===== src/rtl/ysyx_22050058_mul.sv =====
// Iterative shift-add multiplier: one multiplier bit per cycle, full 2*WIDTH product.
// Signed operands are multiplied as magnitudes and the product is negated at the end.
module ysyx_22050058_mul #(
    parameter int unsigned WIDTH = 64
) (
    input  logic             clk_i,
    input  logic             rst_i,
    input  logic             mul_valid_i,
    output logic             mul_ready_o,
    input  logic [1:0]       mul_signed_i,
    input  logic [WIDTH-1:0] multiplicand_i,
    input  logic [WIDTH-1:0] multiplier_i,
    input  logic             flush_i,
    output logic             out_valid_o,
    input  logic             out_ready_i,
    output logic [WIDTH-1:0] result_hi_o,
    output logic [WIDTH-1:0] result_lo_o
);

    localparam int unsigned CntW = (WIDTH > 1) ? $clog2(WIDTH) : 1;
    localparam logic [WIDTH-1:0] OneW = WIDTH'(1);

    typedef enum logic [1:0] {StIdle, StCalc, StFix, StDone} state_e;

    state_e             r_state;
    logic               r_sign_a;
    logic               r_sign_b;
    logic [2*WIDTH-1:0] r_mag_a_sh;
    logic [WIDTH-1:0]   r_mag_b;
    logic [2*WIDTH-1:0] r_acc;
    logic [CntW-1:0]    r_cnt;
    logic               r_out_valid;
    logic [WIDTH-1:0]   r_res_hi;
    logic [WIDTH-1:0]   r_res_lo;

    logic               w_sign_a;
    logic               w_sign_b;
    logic [WIDTH-1:0]   w_mag_a;
    logic [WIDTH-1:0]   w_mag_b;
    logic [2*WIDTH-1:0] w_prod;

    assign mul_ready_o = (r_state == StIdle) && !rst_i;
    assign out_valid_o = r_out_valid;
    assign result_hi_o = r_res_hi;
    assign result_lo_o = r_res_lo;

    // A most-negative operand negates to 2^(WIDTH-1), which is exact as an unsigned magnitude.
    assign w_sign_a = mul_signed_i[1] & multiplicand_i[WIDTH-1];
    assign w_sign_b = mul_signed_i[0] & multiplier_i[WIDTH-1];
    assign w_mag_a  = w_sign_a ? (~multiplicand_i + OneW) : multiplicand_i;
    assign w_mag_b  = w_sign_b ? (~multiplier_i + OneW) : multiplier_i;
    assign w_prod   = (r_sign_a ^ r_sign_b) ? -r_acc : r_acc;

    always_ff @(posedge clk_i) begin
        if (rst_i) begin
            r_state     <= StIdle;
            r_sign_a    <= 1'b0;
            r_sign_b    <= 1'b0;
            r_mag_a_sh  <= '0;
            r_mag_b     <= '0;
            r_acc       <= '0;
            r_cnt       <= '0;
            r_out_valid <= 1'b0;
            r_res_hi    <= '0;
            r_res_lo    <= '0;
        end else if (flush_i) begin
            r_state     <= StIdle;
            r_out_valid <= 1'b0;
        end else begin
            case (r_state)
                StIdle: begin
                    if (mul_valid_i) begin
                        r_sign_a   <= w_sign_a;
                        r_sign_b   <= w_sign_b;
                        r_mag_a_sh <= {{WIDTH{1'b0}}, w_mag_a};
                        r_mag_b    <= w_mag_b;
                        r_acc      <= '0;
                        r_cnt      <= '0;
                        r_state    <= StCalc;
                    end
                end
                StCalc: begin
                    // Multiplicand is pre-shifted by the counter; multiplier consumed LSB first.
                    if (r_mag_b[0]) begin
                        r_acc <= r_acc + r_mag_a_sh;
                    end
                    r_mag_a_sh <= r_mag_a_sh << 1;
                    r_mag_b    <= r_mag_b >> 1;
                    r_cnt      <= r_cnt + CntW'(1);
                    if (r_cnt == CntW'(WIDTH - 1)) begin
                        r_state <= StFix;
                    end
                end
                StFix: begin
                    r_res_hi    <= w_prod[2*WIDTH-1:WIDTH];
                    r_res_lo    <= w_prod[WIDTH-1:0];
                    r_out_valid <= 1'b1;
                    r_state     <= StDone;
                end
                StDone: begin
                    if (out_ready_i) begin
                        r_out_valid <= 1'b0;
                        r_state     <= StIdle;
                    end
                end
                default: r_state <= StIdle;
            endcase
        end
    end

endmodule


===== config.mk =====
export PLATFORM = sky130hd
export DESIGN_NAME = ysyx_22050058_mul
export DESIGN_NICKNAME = d
export VERILOG_FILES = /design/src/rtl/ysyx_22050058_mul.sv
export SDC_FILE = /design/constraint.sdc
export NUM_CORES = 2
export LEC_CHECK = 0
export BUFFER_PORTS_ARGS = -buffer_cell sky130_fd_sc_hd__buf_2
export CAP_MARGIN = 10
export CORE_MARGIN = 2
export CORE_UTILIZATION = 60
export CTS_BUF_LIST = sky130_fd_sc_hd__clkbuf_16
export CTS_CLUSTER_DIAMETER = 50
export CTS_CLUSTER_SIZE = 30
export DETAILED_ROUTE_END_ITERATION = 10
export GPL_ROUTABILITY_DRIVEN = 0
export GPL_TIMING_DRIVEN = 0
export PLACE_DENSITY = 0.89
export SYNTH_ARGS = -nofsm -noshare
export SYNTH_HDL_FRONTEND = slang
export SYNTH_SLANG_ARGS = --single-unit

===== constraint.sdc =====
create_clock -name clk_i -period 6.79 [get_ports clk_i]
set_clock_uncertainty 0.1 [all_clocks]
set_input_delay 0.3395 -clock clk_i [delete_from_list [all_inputs] [get_ports clk_i]]
set_output_delay 0.3395 -clock clk_i [all_outputs]
set_load 0.005 [all_outputs]

# Word-level counts from Yosys, hierarchy flattened
# Index checks and enable logic that the tools add are counted.
[classes]
addsub = 5
n_eq_ne = 8
n_mux = 18
bitwise = 6
n_reduce_logical = 12
[ops]
columns = ["op", "n"]
rows = [
  ["$mux W128", 4],
  ["$pmux W128 S2", 2],
  ["$mux W64", 3],
  ["$add A128 B128 Y128", 1],
  ["$add A64 B1 Y64 const B", 2],
  ["$neg A128 Y128", 1],
  ["$not A64 Y64", 2],
  ["$pmux W64 S2", 1],
  ["$pmux W6 S2", 1],
  ["$reduce_and A3 Y1", 3],
  ["$ne A2 B2 Y1 const B", 4],
  ["$pmux W2 S4", 1],
  ["$add A6 B1 Y6 const B", 1],
  ["$eq A6 B6 Y1 const B", 1],
  ["$mux W2", 3],
  ["$mux W6", 1],
  ["$eq A2 B2 Y1 const B", 2],
  ["$reduce_and A2 Y1", 2],
  ["$reduce_and A4 Y1", 1],
  ["$reduce_bool A2 Y1", 2],
  ["$and A1 B1 Y1", 2],
  ["$eq A2 B1 Y1 const B", 1],
  ["$logic_not A2 Y1", 1],
  ["$pmux W1 S2", 1],
  ["6 further kinds", 6],
]
[totals]
register_bits = 459
inputBits = 135
out_inout_bits = 130
wordCells = 59

# Longest topological paths before layout
[depth]
ltp_word = 5
mapped_depth = 14
mapped_depth_nobuf = 14

# Least setup slack after synthesis
# Ideal clock, no wire load.
[synth_path]
path_kind = "register to register"
from = "reg r_acc[18]"
to = "reg r_acc[125]"
setup_ps = 130
arrival_time_ps = 3638
t_required_ps = 6560
slack_ps = 2923
path_stages_with_launch = 14
n_path_buf = 1
period_less_slack_ps = 3867
path_cell_list = "dfxtp_1 -> ha_1 -> clkbuf_1 -> nand2_1 -> nor4_1 -> nand2_1 -> o311ai_1 -> o211ai_1 -> a2111oi_0 -> o21ai_0 -> a211o_1 -> o311a_1 -> o2111ai_1 -> o211ai_1"
[synth_via]
elab_chain_cells = 3
[synth_rtl]
columns = ["element", "line", "source"]
rows = [
  ["start: declaration", "30", "logic [2*WIDTH-1:0] r_acc;"],
  ["start signal: assignment", "85", "r_acc <= r_acc + r_mag_a_sh;"],
  ["$add A128 B128 Y128", "85", ""],
  ["$mux W128", "84", "if (r_mag_b[0]) begin"],
  ["$pmux W128 S2", "70", "case (r_state)"],
]
# Every way passes these cells. The select of a mux whose other input is x is not followed.
# A chain may end at the register's enable or synchronous reset.

# Worst setup path after layout
[layout_path]
from = "reg r_mag_a_sh[18]"
to = "reg r_acc[121]"
[layout_via]
elab_chain_cells = 3
[layout_rtl]
columns = ["element", "line", "source"]
rows = [
  ["start: declaration", "28", "logic [2*WIDTH-1:0] r_mag_a_sh;"],
  ["start signal: assignment", "75", "r_mag_a_sh <= {{WIDTH{1'b0}}, w_mag_a};"],
  ["start signal: assignment", "87", "r_mag_a_sh <= r_mag_a_sh << 1;"],
  ["$add A128 B128 Y128", "85", ""],
  ["$mux W128", "84", ""],
  ["$pmux W128 S2", "70", ""],
]
# Every way passes these cells. The select of a mux whose other input is x is not followed.

==> metrics.md <==
| Metric | Value |
|---|---|
| TritonCTS clock tree | done |
| Min Tclk post-route | 5675 ps |
| Min-delay worst type | input pin to register |
| NumNets Final | 4734 |
| Critical Path RT | 7220 ps |
| Psw | 1.874 mW |
| Setup violators final | 0 |
| Top cell type's share of synthesized area | 30.20% |
| Initial Utilization | 60.76% |
| Top FF cell, synth | dfxtp_1 |
| Highest Clock Rate | 0.1762 GHz |
| Top cells by count, synth | 620 x nand2_1, 459 x dfxtp_1, 447 x nor2_1, 435 x a21oi_1, 330 x o21ai_0 |
| Setup_tns | 0 ps |
| Startpoint class of the critical path | register |
| # port buffers | 263 |
| Via count | 33.93k |
| Clk sink count | 459 |
| Final Hold Viols | 0 |
| Clock buffer depth | 3 |
| CTS Buf Count | 44 |
| Post-cts resize count | 0 |
| Grt ovf | 0 |
| Drt drc | 0 |
| Pwr Density | 182.3 nW/um2 |
| CP max FO | 7 |
| P_leak | 13.02 nW |
| Power Total | 6.233 mW |
| Routed wire length | 109.7 mm |
| Sequential-to-total area share from yosys stat | 30.20% |
| Combinational power share | 11.3% |
| Internal power | 4.358 mW |
| Cells after synthesis | 4152 |
| Cell variety after synth | 79 |
| Asr flop ratio synth | 0% |
| RSZ-0062 raised after global routing | false |
| First-pass GRT wire length | 168.7 mm |
| Fin. max-slew vios | 0 |
| Leading area contributor after synthesis | dfxtp_1 |
| Syn nets | 4423 |
| Met3 usage | 12.67% |
| Detail Route Antenna Nets | 0 |
| Core area | 50070 um2 |
| Clock root buffer | clkbuf_16 |
| Worst-margin pin slew | 1348 ps |
| Clock share of power | 43.7% |
| Setup crit end kind | register |
| Met1 Use GR | 51.16% |
| Setup Buffers After CTS | 0 |
| Flops & latches, synth | 459 |
| Net Sw Frac | 30.07% |
| I/O Pins | 265 |
| Routed WL per cell | 21.20 um |
| Kind of critical path | register to register |
| Slew headroom | 8.864% |
| H-tree depth | 2 |
| Synth Warn # | 0 |
| Drt pass-1 iters | 8 |
| Syn Area/Cell | 7.327 um2 |
| Post-DP HPWL | 84.30 mm |
| Period utilization | 83.58% |
| Sequential share of power | 45.0% |
| Via/cell ratio | 6.561 |
| Die width | 229.2 um |
| Clock slew at reported path FFs | 90 ps |
| Run status | complete, no violations |
| Area growth from synthesis to layout | 12.37% |
| Layout cells sized above 1 | 8.361% |
| 1st-iter DRT viols | 4916 |
| Rows | 82 |
| Area of the mapped netlist | 30420 um2 |
| Area contributors post-synth | dfxtp_1 30%, nand2_1 7.6%, a21oi_1 7.2% |
| Worst-Skew Late Latency | 640 ps |
| All-Layer GR Usage | 40.02% |
| Crit path arrival time | 6110 ps |
| Vias in the first global route | 31.17k |
| Largest net degree at the start of global routing | 26 |
| Die ar. | 52520 um2 |
| Max cap viols | 0 |
| Initial antenna violation count | 9 |
| M2 GR Usage | 59.15% |
| Most frequent cell after synthesis | nand2_1 |
| Chip height | 229.2 um |
| Grt peak-use layer | met2 |
| Number of flops mapped to enable cells by yosys | 0 |
| Max IR drop VDD | 0.1482 mV |
-- routing by layer --
layer	vias to the layer above	wire length (um)
met2	2417	44500
met5	-	88
met3	568	16460
met4	14	7475
li1	15500	-
met1	15440	41130
-- worst max-delay path: stages, from the launching register on --
cell       delay (ps)
dfxtp_1           390
ha_1              320
clkbuf_1          300
nand2_1           200
nor4_1            510
nand2_1            90
o311ai_1          690
o211ai_1          340
a2111oi_0        1150
o21ai_0           340
a21oi_1           580
a21oi_1           230
xnor2_1           170
a22o_1            180
-- area by class of cell --
type / instances / area (um2)
multi-input combinational: 3350 / 19950
fill: 4144 / 15880
antenna: 3 / 7.507
timing repair buffer: 265 / 1331
clock inverter: 35 / 451.7
sequential: 459 / 9189
tap: 672 / 840.8
buffer: 275 / 1035
clock buffer: 45 / 1126
inverter: 68 / 255.2
-- path summary, 6_finish.rpt --
path,from,to,slack (ps),depth (start not counted)
worst min register to register,result_lo_o[54]$_SDFFE_PP0P_,result_lo_o[54]$_SDFFE_PP0P_,350,2
worst max-delay path,r_mag_a_sh[18]$_SDFFE_PP0P_,r_acc[121]$_SDFFE_PP0P_,1120,13
worst max register to register,r_mag_a_sh[18]$_SDFFE_PP0P_,r_acc[121]$_SDFFE_PP0P_,1120,13
worst min-delay path,out_ready_i,out_valid_o$_SDFFE_PP0P_,10,4
-- metrics by stage --
stage          setup slack, ps  cell area, um2  hold WS [ps]  cells  utilization (%)
2_1_floorplan             2923           30420         332.1   4152                -
3_3_place_gp              1654           32580         339.1   5087            65.07
3_5_place_dp              1507           32590         344.5   5088            65.09
4_1_cts                   1525           34180         12.61   5169            68.26
5_1_grt                   1077           34180         50.01   5170            68.27
6_report                  1115           34190         9.717   5172            68.28
-- cells by family (layout without fill, tap and decap cells) --
logic type               after synthesis  count (layout)  share of synthesized area, %
AO/OA/AOI/OAI                       1353            1353                         27.56
XOR/XNOR                             350             350                         10.08
adder cells (fa/ha/maj)              136             136                         5.618
multiplexers                           5               5                        0.1645
other                                  0               3                             0
flip-flops                           459             459                         30.20
AND/OR/NAND/NOR                     1506            1506                         22.14
buffers and inverters                343             688                         4.240
-- cells in the final DEF, fill, tap and decap left out, types with 12 or more instances in the layout --
cell type | netlist | final
a211oi_1 | 101 | 101
a21boi_0 | 13 | 13
a21o_1 | 79 | 79
a21oi_1 | 435 | 435
a22o_1 | 24 | 24
a22oi_1 | 108 | 108
a31oi_1 | 35 | 35
and2_1 | 12 | 12
buf_1 | 13 | 13
buf_2 | 2 | 266
clkbuf_1 | 260 | 260
clkbuf_16 | 0 | 45
dfxtp_1 | 459 | 459
ha_1 | 135 | 135
inv_1 | 67 | 68
nand2_1 | 620 | 620
nand2b_1 | 41 | 41
nand3_1 | 37 | 37
nand4_1 | 85 | 85
nor2_1 | 447 | 447
nor2b_1 | 21 | 21
nor3_1 | 78 | 78
nor4_1 | 38 | 38
o211ai_1 | 31 | 31
o21a_1 | 26 | 26
o21ai_0 | 330 | 330
o21bai_1 | 35 | 35
o31ai_1 | 41 | 41
o41ai_1 | 19 | 19
or2_2 | 16 | 16
or3_1 | 46 | 46
or4_1 | 25 | 25
xnor2_1 | 204 | 204
xor2_1 | 146 | 146
-- what timing repair did --
action,CTS,global route
endpoints found under the setup margin,0,0
hold buffers,1,0
endpoints found under the hold margin,1,0
-- state kept, by name, summed over array words and instances, names as in the netlist --
register     count
out_valid_o      1
r_acc          128
r_cnt            6
r_mag_a_sh     128
r_mag_b         64
r_sign_a         1
r_sign_b         1
r_state          2
result_hi_o     64
result_lo_o     64
-- power groups by stage --
stage	clock network (mW)	registers, mW	logic [mW]
6_report	2.72	2.80	0.706
5_1_grt	2.81	2.81	0.759
4_1_cts	2.70	2.80	0.676
3_5_place_dp	0	2.86	0.671
3_3_place_gp	0	2.86	0.656
2_1_floorplan	0	2.84	0.426
Power figures use the tool's default switching activity.
